<file path="src/rtl/screen_pkg.sv">
// Shared types and widths for the screen sequencer and its RGB scaler.
package screen_pkg;

  typedef enum logic [2:0] {
    ST_MENU      = 3'd0,
    ST_FADE_OUT  = 3'd1,
    ST_FADE_IN   = 3'd2,
    ST_GAME      = 3'd3,
    ST_OVER_HOLD = 3'd4
  } screen_state_t;

  localparam int LEVEL_W     = 5;
  localparam int LEVEL_MAX   = 16;
  localparam int LEVEL_SHIFT = 4;
  localparam int COLOR_W     = 8;
  localparam int CNT_W       = 10;

  localparam logic [LEVEL_W-1:0] LEVEL_FULL = LEVEL_W'(LEVEL_MAX);

endpackage

</file>
<file path="src/rtl/screen_sequencer_rgb_scaler.sv">
// One colour channel: registered (c_in * level) >> 4, so level 16 is unity gain.
module rgb_scaler
  import screen_pkg::*;
(
  input  logic               clk,
  input  logic               reset_n,
  input  logic [LEVEL_W-1:0] level,
  input  logic [COLOR_W-1:0] c_in,
  output logic [COLOR_W-1:0] c_out
);

  localparam int PROD_W = COLOR_W + LEVEL_W;

  logic [PROD_W-1:0] prod;

  // 255 * 16 needs 12 bits, so the shifted product always fits the channel
  assign prod = PROD_W'(c_in) * PROD_W'(level);

  always_ff @(posedge clk) begin
    if (!reset_n) begin
      c_out <= '0;
    end else begin
      c_out <= COLOR_W'(prod >> LEVEL_SHIFT);
    end
  end

endmodule

</file>
<file path="src/rtl/screen_sequencer.sv">
// Screen sequencer: menu -> game -> game-over -> menu with frame-synchronous fades.
// Define SCREEN_FADE_EN for the stepped fade; otherwise fades collapse to one cycle each.
//
// state        | meaning
// ST_MENU      | menu shown, waiting for start, playing=0
// ST_FADE_OUT  | brightness stepping down towards black
// ST_FADE_IN   | brightness stepping up after the screen swap
// ST_GAME      | map shown, waiting for game_over, playing=1
// ST_OVER_HOLD | game-over screen held at full brightness for HOLD_FRAMES
module screen_sequencer
  import screen_pkg::*;
#(
  parameter int unsigned FADE_STEP_FRAMES = 2,
  parameter int unsigned HOLD_FRAMES      = 120
) (
  input  logic               clk,
  input  logic               reset_n,
  input  logic               frame_tick,
  input  logic               start,
  input  logic               game_over,
  input  logic [COLOR_W-1:0] r_in,
  input  logic [COLOR_W-1:0] g_in,
  input  logic [COLOR_W-1:0] b_in,
  output logic               playing,
  output logic               game_reset,
  output logic               busy,
  output logic [LEVEL_W-1:0] level,
  output logic [COLOR_W-1:0] r,
  output logic [COLOR_W-1:0] g,
  output logic [COLOR_W-1:0] b
);

  if (FADE_STEP_FRAMES < 1 || FADE_STEP_FRAMES > 255) begin : g_bad_step
    $error("FADE_STEP_FRAMES must be 1..255");
  end
  if (HOLD_FRAMES < 1 || HOLD_FRAMES > 1023) begin : g_bad_hold
    $error("HOLD_FRAMES must be 1..1023");
  end

  localparam logic [CNT_W-1:0] HOLD_TC = CNT_W'(HOLD_FRAMES);
`ifdef SCREEN_FADE_EN
  localparam logic [CNT_W-1:0] STEP_TC = CNT_W'(FADE_STEP_FRAMES);
`endif

  screen_state_t     state;
  logic              target;
  logic [CNT_W-1:0]  frame_cnt;
  logic [CNT_W-1:0]  cnt_inc;

  assign cnt_inc = frame_cnt + CNT_W'(1);

  always_ff @(posedge clk) begin
    if (!reset_n) begin
      state      <= ST_MENU;
      target     <= 1'b0;
      frame_cnt  <= '0;
      level      <= LEVEL_FULL;
      playing    <= 1'b0;
      busy       <= 1'b0;
      game_reset <= 1'b0;
    end else begin
      game_reset <= 1'b0;
      unique case (state)
        ST_MENU: begin
          // a tick arriving with start is dropped, the fade counts from zero
          if (start) begin
            state     <= ST_FADE_OUT;
            target    <= 1'b1;
            frame_cnt <= '0;
            busy      <= 1'b1;
          end
        end
        ST_GAME: begin
          if (game_over) begin
            state     <= ST_OVER_HOLD;
            frame_cnt <= '0;
            busy      <= 1'b1;
          end
        end
        ST_OVER_HOLD: begin
          if (frame_tick) begin
            if (cnt_inc == HOLD_TC) begin
              state     <= ST_FADE_OUT;
              target    <= 1'b0;
              frame_cnt <= '0;
            end else begin
              frame_cnt <= cnt_inc;
            end
          end
        end
        ST_FADE_OUT: begin
`ifdef SCREEN_FADE_EN
          if (level == '0) begin
            state      <= ST_FADE_IN;
            playing    <= target;
            game_reset <= target;
            frame_cnt  <= '0;
          end else if (frame_tick) begin
            if (cnt_inc == STEP_TC) begin
              level     <= level - LEVEL_W'(1);
              frame_cnt <= '0;
            end else begin
              frame_cnt <= cnt_inc;
            end
          end
`else
          state      <= ST_FADE_IN;
          playing    <= target;
          game_reset <= target;
`endif
        end
        ST_FADE_IN: begin
`ifdef SCREEN_FADE_EN
          if (frame_tick) begin
            if (cnt_inc == STEP_TC) begin
              level     <= level + LEVEL_W'(1);
              frame_cnt <= '0;
              if (level == LEVEL_FULL - LEVEL_W'(1)) begin
                state <= target ? ST_GAME : ST_MENU;
                busy  <= 1'b0;
              end
            end else begin
              frame_cnt <= cnt_inc;
            end
          end
`else
          state <= target ? ST_GAME : ST_MENU;
          busy  <= 1'b0;
`endif
        end
        default: begin
          state <= ST_MENU;
          busy  <= 1'b0;
        end
      endcase
    end
  end

  rgb_scaler u_scale_r (
    .clk    (clk),
    .reset_n(reset_n),
    .level  (level),
    .c_in   (r_in),
    .c_out  (r)
  );

  rgb_scaler u_scale_g (
    .clk    (clk),
    .reset_n(reset_n),
    .level  (level),
    .c_in   (g_in),
    .c_out  (g)
  );

  rgb_scaler u_scale_b (
    .clk    (clk),
    .reset_n(reset_n),
    .level  (level),
    .c_in   (b_in),
    .c_out  (b)
  );

endmodule

</file>
<file path="config.mk">
export PLATFORM = sky130hd
export DESIGN_NAME = screen_sequencer
export DESIGN_NICKNAME = d
export VERILOG_FILES = /design/src/rtl/screen_pkg.sv /design/src/rtl/screen_sequencer_rgb_scaler.sv /design/src/rtl/screen_sequencer.sv
export SDC_FILE = /design/constraint.sdc
export NUM_CORES = 1
export LEC_CHECK = 0
export CAP_MARGIN = 20
export CELL_PAD_IN_SITES_DETAIL_PLACEMENT = 0
export CELL_PAD_IN_SITES_GLOBAL_PLACEMENT = 1
export CORE_UTILIZATION = 25
export DETAILED_ROUTE_END_ITERATION = 16
export DONT_BUFFER_PORTS = 1
export GPL_TIMING_DRIVEN = 0
export PLACE_DENSITY = 0.51
export SYNTH_ARGS = -nofsm -noshare
export SYNTH_HDL_FRONTEND = slang
export SYNTH_SLANG_ARGS = --single-unit
</file>
<file path="constraint.sdc">
create_clock -name clk -period 2.6 [get_ports clk]
set_input_delay 0.26 -clock clk [delete_from_list [all_inputs] [get_ports clk]]
set_output_delay 0.26 -clock clk [all_outputs]
set_load 0.02 [all_outputs]
</file>
==> flow_summary_export.csv <==
group,metric,value,unit
power,p_comb_share,6.7,%
drt,avgViaCountPerCell,4.76,
drt,drt_wl_total,3.58,mm
drt,final_antenna_net_count,0,
clocking,numCtsBuffers,5,
floorplanning,pin_count,61,
power,swShare,25.3,%
power,clkPwrFrac,35.5,%
global_routing,first_global_vias,1227,
clocking,cts_resized,0,
worst_hold_path,hp-class,"in2reg",
synthesis,yosysTopAreaCell,"dfxtp_1",
setup_path,cp_max_fo,7,
floorplanning,rows,29,
clocking,cts_tree,"yes",
timing,rsz0062_at_grt,"false",
clocking,cts.htree.levels,2,
clocking,post-cts-setup-buffers,0,
clocking,cts_hold_buf,0,
finish,drive_gt1_share,8.76,%
finish,diodes,0,
power,irDropWorstVdd,0.196,mV
outcome,status,"finished with violations",
global_routing,grt_overflow,0,
timing,final.period_utilization,88.2,%
timing,timing.fmax,436,MHz
clocking,clk_latency,290,ps
synthesis,yosysWarnings,0,
floorplanning,start_util,26.2,%
global_routing,grt_pass1_wl,6.00,mm
run,max_cap_viol_count,0,
drt,drt_first_pass_iters,10,
timing,skew,5.47,ps
place,gp_congestion,0.782,
clocking,cts_sinks,41,
place,dpl.hpwl,2.71,mm
setup_path,crit_type,"reg2reg",
drt,drt_iter0_markers,99,
setup_path,start_kind,"flop",
timing,finalMaxSlewViolations,0,
floorplanning,die_w,84.0,microns
power,sequentialPowerShare,57.9,%
drt,wl_per_cell,13.2,microns
floorplanning,core_region_area,6420,sq um
drt,vias,1290,
setup_path,cp.required,2790,ps
synthesis,yosysTopAreaCellShare,48.8,%
power,p_switching,303,uW
finish,num-fill-cells,661,
power,p_int,897,uW
clocking,root_buffer,"clkbuf_8",
synthesis,ys_ff_latch,41,
timing,period_minus_slack,2290,ps
synthesis,ys.flop_type,"dfxtp_1",
synthesis,synth_area_leaders,"dfxtp_1, and2_1, nand3_1",
finish,syn2layout_area_growth,11.7,%
outcome,violations,"design-rule violations",
global_routing,antenna_found_initial,0,
clocking,cts_buffer_depth,2,
synthesis,netlist_area,1680,sq um
synthesis,synthCells,184,
power,p_leak,0.700,nW
finish,design_area,1880,sq um
synthesis,avgSynthCellArea,9.15,sq um
synthesis,async_flop_share,0,%
place,placed_cell_area,1790,sq um
setup_path,crit_arrival,2480,ps
synthesis,synth_cell_types,40,
synthesis,ys_seq_area_share,48.8,%
timing,finalSetupViolations,0,
finish,fin_nets,224,
floorplanning,dieHeight,84.0,microns
power,power.density,638,nW/um^2
place,portBuffers,0,
global_routing,grtUsageTotal,10.7,%
timing,finalHoldViolCount,0,
timing,worst_slew_pin_slew,503,ps
clocking,clk_pin_slew,80,ps
timing,relSlewSlack,66.4,%
drt,drc,16,
floorplanning,dieArea,7060,sq um
timing,fin_setup_tns,0,ps
global_routing,grt_max_degree,13,
setup_path,endpoint_kind,"flop",
synthesis,synth-edff-count,0,
## cells in the mapped netlist (all sizes together), types with 3 or more instances
cell type	n
inv	5
dfxtp	41
a21oi	8
or4	4
and2	28
buf	5
a21boi	4
nand3	11
a31o	3
nand2	9
o21ai	9
nand2b	4
nand3b	4
and3	4
nor2	10
clkbuf	9
## final timing paths
| kind | startpoint | to | slack [ps] | cells after the start |
|---|---|---|---|---|
| min | g_in[3] | u_scale_g.c_out[3] | 90 | 1 |
| min reg2reg | target | game_reset | 490 | 2 |
| max | frame_cnt[0] | frame_cnt[3] | 310 | 7 |
| max reg2reg | frame_cnt[0] | frame_cnt[3] | 310 | 7 |
## routing by layer
metal | wire [microns] | track usage, %
met3 | 253 | 3.86
met4 | 80 | 4.08
met1 | 1540 | 12.4
met2 | 1710 | 18.0
met5 | 0 | 0
## through the flow
step	hold slack (ps)	setup slack, ps	std cells	total power [mW]	util, %
finish	91.7	307	271	1.20	29.3
global route	78.6	63.0	271	1.26	29.3
CTS	85.0	277	271	1.22	29.3
detailed placement	390	296	264	0.791	27.9
global placement	388	306	264	0.789	27.9
floorplan	387	593	187	0.771	-
## cell usage in the layout (no fill, tap or decap), drive strengths merged, types with 2 or more instances in the layout
master,netlist,final
a31o,3,3
and2,28,28
dfxtp,41,41
o21ai,9,9
or4,4,4
nand3b,4,4
a21boi,4,4
buf,5,5
nor2,10,10
or3b,2,2
or3,2,2
nand3,11,11
a31oi,2,2
nand4,2,2
inv,5,5
a21oi,8,8
and3,4,4
nand2,9,9
clkbuf,9,15
o22ai,2,2
nor3,2,2
nand2b,4,4
conb,2,5
## critical path: stages, from the launching register on
cell and delay, ps:
dfxtp_1 430, ha_1 280, nand3_1 150, or4_1 490, o311a_2 180, o31ai_4 400, a21oi_1 70, a31o_1 190
## cells by family after synthesis
group | after synthesis | share of synthesized area (%)
DFF | 41 | 48.8
buffers and inverters | 19 | 5.35
AOI/OAI and AO/OA | 35 | 14.2
other | 2 | 0.446
adders and majority gates | 1 | 0.743
xor gates and xnor gates | 1 | 0.521
and+or+nand+nor | 85 | 30.0
## layout make-up
type / count / area [sq um] / share of cell area [%]
plain buffers: 14 / 71.3 / 3.79
inverters: 5 / 18.8 / 0.998
multi-input cells: 127 / 783 / 41.7
clock inverters: 1 / 7.51 / 0.399
well taps: 77 / 96.3 / 5.12
clock buffers: 6 / 82.6 / 4.39
flip-flops and latches: 41 / 821 / 43.6
## sequential cells by signal, summed over array words and instances (netlist names)
register,flops
u_scale_r.c_out,8
state,3
game_reset,1
u_scale_g.c_out,8
target,1
frame_cnt,10
u_scale_b.c_out,8
playing,1
busy,1
## power by group through the flow
stage	clock, mW	combinational, mW	sequential (mW)
after floorplan	0	0.0651	0.706
after global placement	0	0.0791	0.710
after detailed placement	0	0.0812	0.710
after CTS	0.440	0.0815	0.695
after global routing	0.467	0.0921	0.697
final	0.426	0.0803	0.694
(Power assumes the default switching activity.)
